--- src/rtl/axi_cmd_responder_pkg.sv ---
// Command/status codes and responder state type shared by the responder, its
// interface users and benches.
package axi_cmd_responder_pkg;

  localparam int AXI_REG_WIDTH      = 32;
  localparam int AXI_MEM_ADDR_WIDTH = 10;

  localparam logic [31:0] CMD_NOP                = 32'd0;
  localparam logic [31:0] CMD_WRITE              = 32'd1;
  localparam logic [31:0] CMD_READ               = 32'd2;
  localparam logic [31:0] CMD_START              = 32'd3;
  localparam logic [31:0] CMD_READ_ELAPSED_CLOCK = 32'd5;

  localparam logic [31:0] STATUS_IDLE     = 32'd0;
  localparam logic [31:0] STATUS_RUNNING  = 32'd1;
  localparam logic [31:0] STATUS_ACCEPTED = 32'd2;
  localparam logic [31:0] STATUS_REJECTED = 32'd3;

  typedef enum logic [1:0] {
    IDLE,
    RUNNING,
    ACCEPTED,
    REJECTED
  } responder_state_t;

  function automatic logic [31:0] status_code(input responder_state_t s);
    logic [31:0] code;
    case (s)
      RUNNING:  code = STATUS_RUNNING;
      ACCEPTED: code = STATUS_ACCEPTED;
      REJECTED: code = STATUS_REJECTED;
      default:  code = STATUS_IDLE;
    endcase
    return code;
  endfunction

endpackage

--- src/rtl/axi_cmd_responder_if.sv ---
// Host register, memory port and engine handshake bundle of the command
// responder; slave = responder side, master = host/memory/engine side.
interface axi_cmd_responder_if #(
  parameter int REG_WIDTH      = 32,
  parameter int MEM_ADDR_WIDTH = 10
);

  logic [REG_WIDTH-1:0]      cmd_register;
  logic [REG_WIDTH-1:0]      address_register;
  logic [REG_WIDTH-1:0]      data_in_register;
  logic [REG_WIDTH-1:0]      start_cc_pointer_register;
  logic [REG_WIDTH-1:0]      end_cc_pointer_register;
  logic [REG_WIDTH-1:0]      status_register;
  logic [REG_WIDTH-1:0]      data_o_register;
  logic [MEM_ADDR_WIDTH-1:0] mem_addr;
  logic [REG_WIDTH-1:0]      mem_wdata;
  logic                      mem_we;
  logic [REG_WIDTH-1:0]      mem_rdata;
  logic                      engine_start;
  logic [REG_WIDTH-1:0]      engine_start_cc_pointer;
  logic [REG_WIDTH-1:0]      engine_end_cc_pointer;
  logic                      engine_done;
  logic                      engine_accept;

  modport slave (
    input  cmd_register, address_register, data_in_register,
           start_cc_pointer_register, end_cc_pointer_register,
           mem_rdata, engine_done, engine_accept,
    output status_register, data_o_register, mem_addr, mem_wdata, mem_we,
           engine_start, engine_start_cc_pointer, engine_end_cc_pointer
  );

  modport master (
    output cmd_register, address_register, data_in_register,
           start_cc_pointer_register, end_cc_pointer_register,
           mem_rdata, engine_done, engine_accept,
    input  status_register, data_o_register, mem_addr, mem_wdata, mem_we,
           engine_start, engine_start_cc_pointer, engine_end_cc_pointer
  );

endinterface

--- src/rtl/axi_cmd_responder_cc_elapsed_counter.sv ---
// Elapsed engine clock counter: synchronous clear, count while enabled,
// saturates at all-ones.
module axi_cmd_responder_cc_elapsed_counter #(
  parameter int WIDTH = 32
) (
  input  logic             clk,
  input  logic             rst_n,
  input  logic             clear,
  input  logic             enable,
  output logic [WIDTH-1:0] count
);

  logic [WIDTH-1:0] count_q, count_d;

  always_comb begin
    count_d = count_q;
    if (clear) begin
      count_d = '0;
    end else if (enable && (count_q != {WIDTH{1'b1}})) begin
      count_d = count_q + WIDTH'(1);
    end
  end

  always_ff @(posedge clk or negedge rst_n) begin
    if (!rst_n) begin
      count_q <= '0;
    end else begin
      count_q <= count_d;
    end
  end

  assign count = count_q;

endmodule

--- src/rtl/axi_cmd_responder.sv ---
// Decodes host register commands into memory accesses and regex engine runs.
// Optional elapsed-clock counter: define AXI_CMD_ELAPSED_CLOCK_EN.
//
//   state    | meaning
//   IDLE     | after reset, no run issued yet
//   RUNNING  | engine launched, waiting for engine_done
//   ACCEPTED | last run matched, held until next start
//   REJECTED | last run did not match, held until next start
module axi_cmd_responder
  import axi_cmd_responder_pkg::*;
#(
  parameter int REG_WIDTH      = AXI_REG_WIDTH,
  parameter int MEM_ADDR_WIDTH = AXI_MEM_ADDR_WIDTH
) (
  input  logic               clk,
  input  logic               rst_n,
  axi_cmd_responder_if.slave bus
);

  logic [REG_WIDTH-1:0]      cmd_q, data_q, sptr_q, eptr_q;
  logic [MEM_ADDR_WIDTH-1:0] addr_q;
  responder_state_t          state_q, state_d;
  logic [REG_WIDTH-1:0]      status_q, status_d;
  logic [REG_WIDTH-1:0]      data_o_q, data_o_d;
  logic [REG_WIDTH-1:0]      eng_sptr_q, eng_sptr_d;
  logic [REG_WIDTH-1:0]      eng_eptr_q, eng_eptr_d;
  logic                      rd_pend_q, rd_pend_d;

  logic                      running;
  logic                      is_write, is_read, is_start, is_elapsed;
  logic                      start_go;
  logic [REG_WIDTH-1:0]      elapsed;
  logic                      addr_hi_unused;

  assign running    = (state_q == RUNNING);
  assign is_write   = (cmd_q == REG_WIDTH'(CMD_WRITE));
  assign is_read    = (cmd_q == REG_WIDTH'(CMD_READ));
  assign is_start   = (cmd_q == REG_WIDTH'(CMD_START));
  assign is_elapsed = (cmd_q == REG_WIDTH'(CMD_READ_ELAPSED_CLOCK));
  assign start_go   = is_start && !running;

  // Only the low word-address bits reach the memory.
  assign addr_hi_unused = ^bus.address_register[REG_WIDTH-1:MEM_ADDR_WIDTH];

`ifdef AXI_CMD_ELAPSED_CLOCK_EN
  axi_cmd_responder_cc_elapsed_counter #(
    .WIDTH(REG_WIDTH)
  ) u_cc_counter (
    .clk    (clk),
    .rst_n  (rst_n),
    .clear  (start_go),
    .enable (running),
    .count  (elapsed)
  );
`else
  assign elapsed = '0;
`endif

  always_comb begin
    state_d    = state_q;
    eng_sptr_d = eng_sptr_q;
    eng_eptr_d = eng_eptr_q;
    data_o_d   = data_o_q;
    rd_pend_d  = is_read && !running;

    case (state_q)
      RUNNING: begin
        // A coincident start request loses to completion.
        if (bus.engine_done) begin
          state_d = bus.engine_accept ? ACCEPTED : REJECTED;
        end
      end
      default: begin
        if (start_go) begin
          state_d = RUNNING;
        end
      end
    endcase

    if (start_go) begin
      eng_sptr_d = sptr_q;
      eng_eptr_d = eptr_q;
    end

    if (rd_pend_q) begin
      data_o_d = bus.mem_rdata;
    end else if (is_elapsed) begin
      data_o_d = elapsed;
    end

    status_d = REG_WIDTH'(status_code(state_d));
  end

  always_ff @(posedge clk or negedge rst_n) begin
    if (!rst_n) begin
      cmd_q      <= '0;
      addr_q     <= '0;
      data_q     <= '0;
      sptr_q     <= '0;
      eptr_q     <= '0;
      state_q    <= IDLE;
      status_q   <= REG_WIDTH'(STATUS_IDLE);
      data_o_q   <= '0;
      eng_sptr_q <= '0;
      eng_eptr_q <= '0;
      rd_pend_q  <= 1'b0;
    end else begin
      cmd_q      <= bus.cmd_register;
      addr_q     <= bus.address_register[MEM_ADDR_WIDTH-1:0];
      data_q     <= bus.data_in_register;
      sptr_q     <= bus.start_cc_pointer_register;
      eptr_q     <= bus.end_cc_pointer_register;
      state_q    <= state_d;
      status_q   <= status_d;
      data_o_q   <= data_o_d;
      eng_sptr_q <= eng_sptr_d;
      eng_eptr_q <= eng_eptr_d;
      rd_pend_q  <= rd_pend_d;
    end
  end

  assign bus.status_register = status_q;
  assign bus.data_o_register = data_o_q;
  assign bus.mem_addr        = addr_q;
  assign bus.mem_wdata       = data_q;
  assign bus.mem_we          = is_write && !running;
  assign bus.engine_start    = start_go;

  // During the start pulse the engine sees the pointers being latched.
  assign bus.engine_start_cc_pointer = start_go ? sptr_q : eng_sptr_q;
  assign bus.engine_end_cc_pointer   = start_go ? eptr_q : eng_eptr_q;

endmodule
--- src/flat_wrapper.sv ---
// flat-port wrapper written by rule: the top's interface ports become plain ports
module axi_cmd_responder_flat import axi_cmd_responder_pkg::*;
#(
  parameter int REG_WIDTH      = AXI_REG_WIDTH,
  parameter int MEM_ADDR_WIDTH = AXI_MEM_ADDR_WIDTH
)
  (clk, rst_n, bus_cmd_register, bus_address_register, bus_data_in_register, bus_start_cc_pointer_register, bus_end_cc_pointer_register, bus_mem_rdata, bus_engine_done, bus_engine_accept, bus_status_register, bus_data_o_register, bus_mem_addr, bus_mem_wdata, bus_mem_we, bus_engine_start, bus_engine_start_cc_pointer, bus_engine_end_cc_pointer);
  axi_cmd_responder_if #(.REG_WIDTH(REG_WIDTH), .MEM_ADDR_WIDTH(MEM_ADDR_WIDTH)) bus_i ();
  input  logic clk;
  input  logic rst_n;
  input wire logic [$bits(bus_i.cmd_register)-1:0] bus_cmd_register;
  input wire logic [$bits(bus_i.address_register)-1:0] bus_address_register;
  input wire logic [$bits(bus_i.data_in_register)-1:0] bus_data_in_register;
  input wire logic [$bits(bus_i.start_cc_pointer_register)-1:0] bus_start_cc_pointer_register;
  input wire logic [$bits(bus_i.end_cc_pointer_register)-1:0] bus_end_cc_pointer_register;
  input wire logic [$bits(bus_i.mem_rdata)-1:0] bus_mem_rdata;
  input wire logic [$bits(bus_i.engine_done)-1:0] bus_engine_done;
  input wire logic [$bits(bus_i.engine_accept)-1:0] bus_engine_accept;
  output wire logic [$bits(bus_i.status_register)-1:0] bus_status_register;
  output wire logic [$bits(bus_i.data_o_register)-1:0] bus_data_o_register;
  output wire logic [$bits(bus_i.mem_addr)-1:0] bus_mem_addr;
  output wire logic [$bits(bus_i.mem_wdata)-1:0] bus_mem_wdata;
  output wire logic [$bits(bus_i.mem_we)-1:0] bus_mem_we;
  output wire logic [$bits(bus_i.engine_start)-1:0] bus_engine_start;
  output wire logic [$bits(bus_i.engine_start_cc_pointer)-1:0] bus_engine_start_cc_pointer;
  output wire logic [$bits(bus_i.engine_end_cc_pointer)-1:0] bus_engine_end_cc_pointer;
  assign bus_i.cmd_register = bus_cmd_register;
  assign bus_i.address_register = bus_address_register;
  assign bus_i.data_in_register = bus_data_in_register;
  assign bus_i.start_cc_pointer_register = bus_start_cc_pointer_register;
  assign bus_i.end_cc_pointer_register = bus_end_cc_pointer_register;
  assign bus_i.mem_rdata = bus_mem_rdata;
  assign bus_i.engine_done = bus_engine_done;
  assign bus_i.engine_accept = bus_engine_accept;
  assign bus_status_register = bus_i.status_register;
  assign bus_data_o_register = bus_i.data_o_register;
  assign bus_mem_addr = bus_i.mem_addr;
  assign bus_mem_wdata = bus_i.mem_wdata;
  assign bus_mem_we = bus_i.mem_we;
  assign bus_engine_start = bus_i.engine_start;
  assign bus_engine_start_cc_pointer = bus_i.engine_start_cc_pointer;
  assign bus_engine_end_cc_pointer = bus_i.engine_end_cc_pointer;
  axi_cmd_responder #(.REG_WIDTH(REG_WIDTH), .MEM_ADDR_WIDTH(MEM_ADDR_WIDTH)) u_core (.clk(clk), .rst_n(rst_n), .bus(bus_i));
endmodule
--- config.mk ---
export PLATFORM = sky130hd
export DESIGN_NAME = axi_cmd_responder_flat
export DESIGN_NICKNAME = d
export VERILOG_FILES = /design/src/rtl/axi_cmd_responder_pkg.sv /design/src/rtl/axi_cmd_responder_if.sv /design/src/rtl/axi_cmd_responder_cc_elapsed_counter.sv /design/src/rtl/axi_cmd_responder.sv /design/src/flat_wrapper.sv
export SDC_FILE = /design/constraint.sdc
export NUM_CORES = 1
export LEC_CHECK = 0
export CORE_MARGIN = 2
export CORE_UTILIZATION = 37
export DETAILED_ROUTE_END_ITERATION = 10
export GPL_TIMING_DRIVEN = 0
export MAX_ROUTING_LAYER = met4
export PLACE_DENSITY = 0.77
export SYNTH_ARGS = -nofsm -noshare
export SYNTH_HDL_FRONTEND = slang
export SYNTH_SLANG_ARGS = --single-unit
--- constraint.sdc ---
create_clock -name clk -period 2.71 [get_ports clk]
set_clock_uncertainty 0.1 [all_clocks]
set_input_delay 0.542 -clock clk [delete_from_list [all_inputs] [get_ports clk]]
set_output_delay 0.542 -clock clk [all_outputs]
set_load 0.01 [all_outputs]
==> summary.txt <==
Largest stage delay, worst path -> 390 ps
Final Hold Slack -> -24.7 ps
DPL Wire Length -> 12.6 mm
Fin crit share -> 1.22
Synth unique cells -> 24
CP Max Fanout -> 5
GPL Wtd Cong -> 0.731
Critical path arrival -> 2670 ps
Die area -> 21,800 sq um
1st-iter DRT viols -> 117
FP Rows -> 52
Ys Warns -> 0
Synth Instances -> 444
Fmax -> 0.302 GHz
Pwr/cell area -> 588 nW/um^2
Pleak -> 5.81 nW
Worst-path clk slew -> 60 ps
Max clock buf depth -> 3
Worst Tran Pin Value -> 903 ps
Crit Path Class -> reg2out
Htree depth -> 1
Setup ws final -> -600 ps
Core Region -> 20,200 sq um
Crit-path leading delay family -> simple AND/OR/NAND/NOR gates
Critical-path top delay cell -> dfrtp_1
Starting Density -> 0.378
Async SR Flop Fraction -> 1.00
Synth Flop Type -> dfrtp_1
Crit path buf inv count -> 4
Nets -> 1,030
Post-Place Setup Slack -> -1160 ps
Register area share after synthesis -> 0.779
Worst-skew pair later-pin latency -> 510 ps
Hold Vio Cnt, Final -> 16
Hold Path Class -> in2async
Max-cap violations -> 0
Post-Place Cells -> 1,059
Status -> finished, violations left
Final std cells w/o fill -> 1,124
Yosys top cell area share -> 0.779
Layout area overhead -> 65.7%
Final setup fails -> 66
Power Total -> 7.45 mW
Final Max Slew Viols -> 0
Startpoint Class -> register
R2R cell count -> 7
WP depth -> 8
Seq cells post-synth -> 238
Worst VDD drop -> 0.000550 V
DRC viols -> 0
GRT overflow -> 0
Avg WL per Cell -> 16.6 microns
First-pass GRT wire length -> 29.2 mm
Tmin final -> 3310 ps
Buffers on Ports -> 315
CTS tree -> done
Main area contributors after synthesis -> dfrtp_1 (78%), mux2_2 (8.8%), mux2i_1 (4.2%)
Vias in the first global route -> 5,346
Die Span Y -> 148 microns
Cts bufs inserted -> 25
Post-synth top area cell -> dfrtp_1
Share of cells above drive strength 1 -> 0.281
Most common library cell in the layout ignoring fill and taps -> clkdlybuf4s50_1
Initial antenna violation count -> 3
Crit-path cells -> nor4_4 > nand4_1 > nor4_4 > buf_12 > buf_8 > buf_8 > mux2_4 > buf_6
DR vias -> 4,821
Antenna Violating Nets Remaining -> 0
Chip width -> 148 microns
Clock Root Buffer -> clkbuf_16
CTS sink cnt -> 238
Setup crit end kind -> output port
DRT Wirelength -> 18.6 mm
Pin count of the biggest net entering global routing -> 123
Ports -> 368
Most frequent cells in the layout -> clkdlybuf4s50_1 (248), dfrtp_1 (238), mux2_4 (58)
Synth Cell Area -> 7650 sq um
Syn Area/Cell -> 17.2 sq um
Gr usage total -> 0.176
Failing checks -> hold timing, setup timing
Unrepaired setup endpoints after global routing -> yes
Post-synth EDFFs -> 0
Slew headroom -> 0.398
Required time of the critical path -> 2070 ps
Vias/cell -> 4.29
DRT Pass-1 Iters -> 4
[metrics by stage]
| step | hold WS [ps] | TNS (ps) | util | cell area [sq um] |
|---|---|---|---|---|
| final | -24.7 | -36490 | 0.626 | 12700 |
| after global routing | 76.3 | -44850 | 0.626 | 12700 |
| after CTS | 35.5 | -44390 | 0.628 | 12700 |
| after detailed placement | 373 | -84750 | 0.558 | 11300 |
| after global placement | 366 | -2139300 | 0.556 | 11200 |
| after floorplan | 146 | 0 | - | 7760 |
[report_power, final]
group          switching, mW  leakage [nW]  total (mW)  internal, mW
combinational          0.162          2.43       0.471         0.309
sequential            0.0403          3.00        3.70          3.66
clock                   1.32         0.389        3.28          1.96
total                   1.52          5.81        7.45          5.93
[cells in the mapped netlist, types with 2 or more instances]
library cell and instances:
or2_2 2, inv_1 3, nand2b_1 2, mux2_1 4
buf_4 31, nand2_1 2, nor2_1 34, o21ai_0 2
clkbuf_1 5, mux2i_1 32, buf_6 6, dfrtp_1 238
nand4_1 3, nor4_1 10, mux2_2 60, buf_1 2
[sequential cells by signal (all words and copies together) (netlist names)]
name and count:
u_core.bus.status_register 1, u_core.sptr_q 32, u_core.bus.mem_addr 10, u_core.cmd_q 32, u_core.state_q 2, u_core.bus.data_o_register 32
u_core.rd_pend_q 1, u_core.eng_eptr_q 32, u_core.eng_sptr_q 32, u_core.bus.mem_wdata 32, u_core.eptr_q 32
[layout make-up]
class                      count  area (sq um)
sequential                   238          5960
multi-input combinational    188          1770
buffer                        43           358
fill                        1498          7560
clock buffer                  34           689
tap                          270           338
antenna                        3          7.51
clock inverter                10           105
timing repair buffer         335          3440
inverter                       3          11.3
[worst paths after layout]
path	startpoint	to	slack (ps)
setup / recovery	u_core.cmd_q[17]$_DFF_PN0_	bus_engine_start_cc_pointer[26]	-600
hold / removal	rst_n	u_core.eng_sptr_q[15]$_DFF_PN0_	-20
setup reg to reg	u_core.cmd_q[29]$_DFF_PN0_	u_core.bus.data_o_register[21]$_DFFE_PN0P_	330
hold reg to reg	u_core.eptr_q[27]$_DFF_PN0_	u_core.eng_eptr_q[27]$_DFF_PN0_	390
max in group asynchronous	rst_n	u_core.cmd_q[1]$_DFF_PN0_	1480
min in group clk	bus_end_cc_pointer_register[17]	u_core.eptr_q[17]$_DFF_PN0_	370
[cell families (layout without fill, tap and decap cells)]
kind of cell           Yosys count  in the layout  synth area share
muxes                           96             96             0.136
DFF                            238            238             0.779
and+or+nand+nor                 59             59            0.0383
other                            1             33          0.000490
buffers and inverters           47            425            0.0442
AOI/OAI and AO/OA                3              3           0.00229
[routing by layer]
layer  global-route usage  part of all wire
met1                0.201              0.37
met2                0.297              0.51
met3               0.0571             0.093
met4               0.0543             0.027
met5                    -                 0
[repair_timing]
item,in CTS,in global routing
buffers inserted,13,5
setup endpoints to repair,130,96
cloned,5,0
hold buffers,0,0
resized for setup,378,41
pin swaps,6,7
Note: power is estimated with default switching activity, not from simulation.
